### src/rtl/sea_round_ctrl.sv
// ---------------------------------------------------------------------------
// sea_round_ctrl
//
// Round sequencer for an iterative SEA block cipher core. Holds the two
// half-block state registers, steps the round index up (encrypt) or down
// (decrypt), and tells the external combinational round datapath when a round
// commits and when the key schedule turns. Commits one round per enabled clock.
//
// Parameters
//   NR : number of rounds (even, 4..62)
//   W  : half-block width in bits
//
// Ports
//   clk            in   sole clock, rising edge
//   rst_n          in   asynchronous active-low reset
//   ena            in   global enable; low freezes everything except reset
//   start          in   request one block; only looked at in IDLE
//   mode           in   0 = encrypt, 1 = decrypt; latched on acceptance
//   abort          in   (only with SEA_CTRL_ABORT_EN) drop the current block
//   din_l, din_r   in   input half-blocks; latched on acceptance
//   rf_l, rf_r     in   round result from the external datapath
//   st_l, st_r     out  current state to the datapath; result when done=1
//   rnd_idx        out  current round index
//   rnd_en         out  high when the round in progress commits at this edge
//   key_turn       out  key-schedule turn strobe (RUN and rnd_idx == NR/2)
//   mode_q         out  latched mode
//   busy           out  high in RUN and DONE
//   done           out  one-cycle completion pulse
//
// Optional feature
//   Define SEA_CTRL_ABORT_EN to add the abort input. Without it the port is
//   absent and abort is tied off internally.
// ---------------------------------------------------------------------------
module sea_round_ctrl #(
  parameter int NR = 52,
  parameter int W  = 48
) (
  input  logic         clk,
  input  logic         rst_n,
  input  logic         ena,
  input  logic         start,
  input  logic         mode,
`ifdef SEA_CTRL_ABORT_EN
  input  logic         abort,
`endif
  input  logic [W-1:0] din_l,
  input  logic [W-1:0] din_r,
  input  logic [W-1:0] rf_l,
  input  logic [W-1:0] rf_r,
  output logic [W-1:0] st_l,
  output logic [W-1:0] st_r,
  output logic [5:0]   rnd_idx,
  output logic         rnd_en,
  output logic         key_turn,
  output logic         mode_q,
  output logic         busy,
  output logic         done
);

  localparam logic [5:0] LAST_IDX = 6'(NR - 1);
  localparam logic [5:0] HALF_IDX = 6'(NR / 2);

  typedef enum logic [1:0] {
    S_IDLE = 2'd0,
    S_RUN  = 2'd1,
    S_DONE = 2'd2
  } state_t;

  state_t         r_state;
  state_t         w_state_next;

  logic [W-1:0]   r_st_l;
  logic [W-1:0]   r_st_r;
  logic [5:0]     r_rnd_idx;
  logic           r_mode_q;

  logic [W-1:0]   w_st_l_next;
  logic [W-1:0]   w_st_r_next;
  logic [5:0]     w_rnd_idx_next;
  logic           w_mode_q_next;

  logic           w_abort;
  logic           w_abort_act;
  logic           w_accept;
  logic           w_commit;
  logic           w_last_round;

`ifdef SEA_CTRL_ABORT_EN
  assign w_abort = abort;
`else
  assign w_abort = 1'b0;
`endif

  // Abort only acts on a block in flight; in IDLE it merely blocks a
  // simultaneous start so that abort always wins.
  assign w_abort_act = w_abort && (r_state != S_IDLE);
  assign w_accept    = (r_state == S_IDLE) && start && ena && !w_abort;
  assign w_commit    = (r_state == S_RUN) && ena && !w_abort;

  // The round index itself tells us which round is last, so no separate
  // round counter is needed: encrypt ends at NR-1, decrypt ends at 0.
  assign w_last_round = r_mode_q ? (r_rnd_idx == 6'd0) : (r_rnd_idx == LAST_IDX);

  // -------------------------------------------------------------------------
  // FSM: state register
  // -------------------------------------------------------------------------
  always_ff @(posedge clk or negedge rst_n) begin
    if (!rst_n) begin
      r_state <= S_IDLE;
    end else begin
      r_state <= w_state_next;
    end
  end

  // -------------------------------------------------------------------------
  // FSM: next-state logic
  // -------------------------------------------------------------------------
  always_comb begin
    w_state_next = r_state;
    case (r_state)
      S_IDLE: begin
        if (w_accept) begin
          w_state_next = S_RUN;
        end
      end
      S_RUN: begin
        if (w_abort) begin
          w_state_next = S_IDLE;
        end else if (ena && w_last_round) begin
          w_state_next = S_DONE;
        end
      end
      S_DONE: begin
        // DONE always lasts one cycle, enabled or not.
        w_state_next = S_IDLE;
      end
      default: begin
        w_state_next = S_IDLE;
      end
    endcase
  end

  // -------------------------------------------------------------------------
  // FSM: output logic
  // -------------------------------------------------------------------------
  always_comb begin
    rnd_en   = w_commit;
    key_turn = (r_state == S_RUN) && (r_rnd_idx == HALF_IDX);
    busy     = (r_state != S_IDLE);
    // An abort landing on the DONE cycle suppresses the pulse as well.
    done     = (r_state == S_DONE) && !w_abort;
  end

  // -------------------------------------------------------------------------
  // Datapath next-value logic
  // -------------------------------------------------------------------------
  always_comb begin
    w_st_l_next    = r_st_l;
    w_st_r_next    = r_st_r;
    w_rnd_idx_next = r_rnd_idx;
    w_mode_q_next  = r_mode_q;

    if (w_accept) begin
      w_st_l_next    = din_l;
      w_st_r_next    = din_r;
      w_mode_q_next  = mode;
      w_rnd_idx_next = mode ? LAST_IDX : 6'd0;
    end else if (w_abort_act) begin
      w_st_l_next    = '0;
      w_st_r_next    = '0;
      w_rnd_idx_next = 6'd0;
    end else if (w_commit) begin
      w_st_l_next = rf_l;
      w_st_r_next = rf_r;
      // The index parks on the final round value instead of wrapping.
      if (!w_last_round) begin
        w_rnd_idx_next = r_mode_q ? (r_rnd_idx - 6'd1) : (r_rnd_idx + 6'd1);
      end
    end
  end

  // -------------------------------------------------------------------------
  // Datapath registers
  // -------------------------------------------------------------------------
  always_ff @(posedge clk or negedge rst_n) begin
    if (!rst_n) begin
      r_st_l    <= '0;
      r_st_r    <= '0;
      r_rnd_idx <= 6'd0;
      r_mode_q  <= 1'b0;
    end else begin
      r_st_l    <= w_st_l_next;
      r_st_r    <= w_st_r_next;
      r_rnd_idx <= w_rnd_idx_next;
      r_mode_q  <= w_mode_q_next;
    end
  end

  assign st_l    = r_st_l;
  assign st_r    = r_st_r;
  assign rnd_idx = r_rnd_idx;
  assign mode_q  = r_mode_q;

endmodule

### config.mk
export PLATFORM = sky130hd
export DESIGN_NAME = sea_round_ctrl
export DESIGN_NICKNAME = d
export VERILOG_FILES = /design/src/rtl/sea_round_ctrl.sv
export SDC_FILE = /design/constraint.sdc
export NUM_CORES = 1
export LEC_CHECK = 0
export ABC_AREA = 1
export BUFFER_PORTS_ARGS = -buffer_cell sky130_fd_sc_hd__clkbuf_2
export CORE_AREA = 2 2 120 122
export CTS_CLUSTER_SIZE = 24
export DETAILED_ROUTE_END_ITERATION = 6
export DIE_AREA = 0 0 122 124
export GPL_TIMING_DRIVEN = 0
export PLACE_DENSITY = 0.71
export SLEW_MARGIN = 30
export SYNTH_ARGS = -nofsm -noshare
export SYNTH_HDL_FRONTEND = slang
export SYNTH_SLANG_ARGS = --single-unit
### constraint.sdc
create_clock -name clk -period 1.6 [get_ports clk]
set_input_delay 0.32 -clock clk [delete_from_list [all_inputs] [get_ports clk]]
set_output_delay 0.32 -clock clk [all_outputs]
set_load 0.01 [all_outputs]
; ---- Yosys cells after proc, flatten, opt, wreduce, memory -nomap -nowiden
; Cells that the tools add are included.
[classes]
n_addsub = 2
n_eq_ne = 7
reduce_logical = 11
muxes = 13
[ops]
columns = cell, count
row1 = 48-bit two-way mux, 4
row2 = 6-bit two-way mux, 5
row3 = "6-bit by 1-bit adder with 6-bit output, second input constant", 1
row4 = "6-bit by 5-bit equality test with 1-bit output, second input constant", 1
row5 = "6-bit equality test, second input constant", 1
row6 = 6-bit logical NOT, 1
row7 = "2-bit != test, second input constant", 3
row8 = "6-bit by 1-bit subtractor with 6-bit output, second input constant", 1
row9 = 1-bit logical AND, 5
row10 = 2-bit two-way mux, 2
row11 = 2-bit one-hot mux with 2 select lines, 1
row12 = 2-bit AND reduction, 2
row13 = 2-bit nonzero test, 2
row14 = "2-bit by 1-bit equality test with 1-bit output, second input constant", 1
row15 = "2-bit equality test, second input constant", 1
row16 = 2-bit logical NOT, 1
row17 = 1-bit two-way mux, 1
[word_totals]
output_inout_bits = 107
ff_bits = 105
word_cells = 38

; ---- Longest topological paths before layout
[depth]
depth_word = 5
ltp_mapped = 10
ltp_nobuf = 10

; ---- Least setup slack after synthesis
; Ideal clock, no wire load.
[synth_path]
path_kind = register -> register
from = register r_rnd_idx[0] (netlist: rnd_idx[0])
to = register r_rnd_idx[4] (netlist: rnd_idx[4])
path_stages_with_launch = 8
n_path_buf = 0
arrival_ns = 1.495
t_required_ns = 1.483
setup_slack_ns = -0.011
synth_period_minus_slack_ns = 1.611
path_cell_list = dfrtp_1 inv_1 fa_1 nand3b_1 a21boi_0 o21ai_1 nand2_1 nand2_1
[synth_between]
elab_chain_len = 5
word_cells_on_any_way = 11
classes_between = 2 x add/sub / 2 x eq/ne / 5 x mux / 2 x reduce/logical
[synth_rtl]
columns = item, line_no
row1 = "start, declared", 74  ; logic [5:0] r_rnd_idx;
row2 = "start signal, assigned", 194  ; r_rnd_idx <= w_rnd_idx_next;
row3 = 6-bit by 1-bit adder with 6-bit output or 6-bit by 1-bit subtractor with 6-bit output (tied branches), 177  ; w_rnd_idx_next = r_mode_q ? (r_rnd_idx - 6'd1) : (r_rnd_idx + 6'd1);
row4 = 6-bit two-way mux, 177
row5 = 6-bit two-way mux, 176  ; if (!w_last_round) begin
row6 = 6-bit two-way mux, 172  ; end else if (w_commit) begin
row7 = 6-bit two-way mux, 163  ; if (w_accept) begin
; Several ways; a longest one is shown, not always the timed one. The select of a mux whose other input is x is not followed.
; A chain may end at the register's enable or synchronous reset.

; ---- Final worst setup path
[layout_path]
from = register r_rnd_idx[5] (netlist: rnd_idx[5])
to = output port key_turn
[layout_between]
elab_chain_len = 2
[layout_rtl]
columns = item, line_no
row1 = 6-bit by 5-bit equality test with 1-bit output, 148  ; key_turn = (r_state == S_RUN) && (r_rnd_idx == HALF_IDX);
row2 = 1-bit logical AND, 148
row3 = "end, declared", 54  ; output logic key_turn,
; No other way between the ends.

==> results.ini <==
[routing]
dr.pass1.iters=5
ant_nets=0
drc_errors=0
drtIter0Drc=263
wl_per_cell_um=15.2
finalWirelength_um=17200
via_per_inst=4.85
vias=5481

[logic_synthesis]
syn_nets=812
netlist_instances=610
ys_warn_count=0
synth_area_leaders=dfrtp_1 (53%), nand3_1 (21%), nand2_1 (16%), buf_2 (2.4%), ha_1 (1.0%)
synthDistinctLibCells=27
ys_ff_latch=105
synth_seq_area_share=0.530
synth_top_cell_by_area=dfrtp_1
syn_avg_cell_area_um2=8.13
netlist.area_leader.share=0.530
synthesis.area_um2=4960

[placement]
gp_congestion=0.820
dpl.hpwl_um=12600
numPortBuffers=303

[power]
p_int_mw=8.11
pwr-share-comb=0.489
clkPwrFrac=0.165
switchingPower_mw=5.50
p_per_area_nw_per_um2=1830
vdd.ir_drop.worst_mv=0.768
pwr-share-seq=0.346
p_leak_nw=4.08
p_total_mw=13.6
swShare=0.404

[finish]
final_cell_mix=clkbuf_2 (304), nand2_1 (209), nand3_1 (205)
drive_gt1_frac=0.416
regArea_um2=2630
multi_input_area_um2=2120
antenna_cells=0
area_delta_synth_final_pct=50.1
n_fill_cell=1383
nNetsFinal=1148
mostFrequentLayoutCell=clkbuf_2

[sta]
timing.final.hold_violations=0
fin_worst_skew_ns=0.00886
rsz0062_at_grt=true
final_max_slew_viol_count=0
worst_pin_slew_ns=0.478
slew_headroom=0.681
setup_slack_ns=-0.0424
fin_tns_setup_ns=-0.0424
fmax_mhz=609
period_needed_ns=1.64
report.final.setup_viol=1
finalCritPeriodShare=1.03

[cts]
cts_num_sinks=105
clock_path_buffers=2
numCtsBuffers=9
cts-root-buf=clkbuf_16
clk_pin_slew_worst_paths_ns=0.07
htree_levels=3
insertion_delay_ns=0.35
tritoncts=yes

[setup_path]
crit_slowest_cell=dfrtp_2
r2r_cells=11
worst-r2r-setup-slack_ns=0.02
reg2reg_to=rnd_idx[5]
crit_required_ns=1.28
crit_buf_inv=1
path_cells=nor2_1 -> nand3_1 -> nor4_2 -> buf_2
crit_type=flip-flop to output port
setup.worst_path.end=key_turn
path_max_fanout=2
cp_slowest_stage_delay_ns=0.41
crit_arrival_ns=1.32
rr_startpoint=mode_q
crit_start=rnd_idx[5]
end_kind=output port
cp_num_cells=4
crit_family=flip-flops
start_kind=flip-flop

[die]
core_area_um2=13700
rows=43
die_y_um=124
io_pins=304
die-area_um2=15100
die_width_um=122
initial_core_util=0.362

[global_routing]
grt.overflow.total=0
grtUsageTotal=0.222
antenna_found_initial=0
grt_pass1_wl_um=26000
grt_pass1_vias=5262
grt_start_max_net_pins=57

[min_path]
hp-class=primary input to flip-flop
hold_depth=3
min_from=rf_r[31]

[status]
violations=negative setup slack
status=finished with violations

[run]
maxCapViolCount=0

power by group through the flow:
stage                     clock (mW)  combinational, mW  sequential, mW
final                           2.24               6.66            4.71
after global routing            2.40               7.44            4.87
after CTS                       2.29               6.46            4.70
after detailed placement           0               5.98            4.79
after global placement             0               5.90            4.76
after floorplan                    0               2.84            5.33
cell families after synthesis:
kind of cell,synth area share
DFF,0.530
xor gates and xnor gates,0.00530
and+or+nand+nor,0.382
AOI/OAI and AO/OA,0.0131
buffers and inverters,0.0555
adders and majority gates,0.0141
cell usage after synthesis (all sizes together):
cell type / count
a21boi: 1
a21o: 1
a21oi: 2
buf: 32
clkbuf: 9
clkinv: 1
dfrtp: 105
fa: 1
ha: 4
inv: 13
nand2: 212
nand3: 207
nand3b: 1
nor2: 8
nor3: 1
nor4: 1
o21ai: 8
xnor2: 1
xor2: 2
cell type report:
class                      instances  share of cell area
inverter                          14             0.00975
clock buffer                      12              0.0331
sequential                       105               0.354
tap                              180              0.0303
multi-input combinational        450               0.285
timing repair buffer             326               0.240
buffer                            40              0.0413
clock inverter                     4             0.00706
worst reg2reg max path: cells and delay by family, from the launching register on:
kind	cells	cell delay (ns)
fa+ha+maj	1	0.36
buf+inv	2	0.19
simple gates	8	0.51
flops	1	0.43
stage by stage:
stage / instances / worst slack (ns) / hold slack [ns] / util / cell area, µm²
3_3_place_gp: 1093 / -1.50 / 0.497 / 0.489 / 6700
4_1_cts: 1125 / -0.0899 / 0.170 / 0.530 / 7270
6_report: 1131 / -0.0424 / 0.185 / 0.543 / 7440
3_5_place_dp: 1094 / -0.146 / 0.298 / 0.491 / 6740
2_1_floorplan: 610 / 0.0421 / 0.0244 / - / 4960
5_1_grt: 1131 / -0.145 / 0.188 / 0.543 / 7440
flip-flops by register name, indices dropped and copies added, names as in the netlist:
signal and count:
mode_q 1, r_state 2, rnd_idx 6, st_l 48, st_r 48
worst min path at each step:
stage / end
after floorplan: mode_q
after global placement: st_r[45]
after detailed placement: st_l[46]
after CTS: st_r[17]
after global routing: st_l[23]
final: st_r[31]
repair_timing:
| action | CTS | global route |
|---|---|---|
| setup endpoints to repair | 95 | 89 |
| hold endpoints to repair | 49 | 0 |
| setup buffers | 14 | 6 |
| hold buffers | 1 | 0 |
| resized for setup | 28 | 53 |
| pin swaps | 4 | 2 |
| cloned | 0 | 1 |
metal layers:
| metal | track usage | up-vias | routed length (µm) |
|---|---|---|---|
| li1 | - | 2701 | - |
| met1 | 0.253 | 2531 | 6730 |
| met2 | 0.404 | 226 | 8800 |
| met3 | 0.0572 | 23 | 1290 |
| met4 | 0.0776 | 0 | 354 |
| met5 | 0 | - | 0 |
Power figures use the tool's default switching activity.
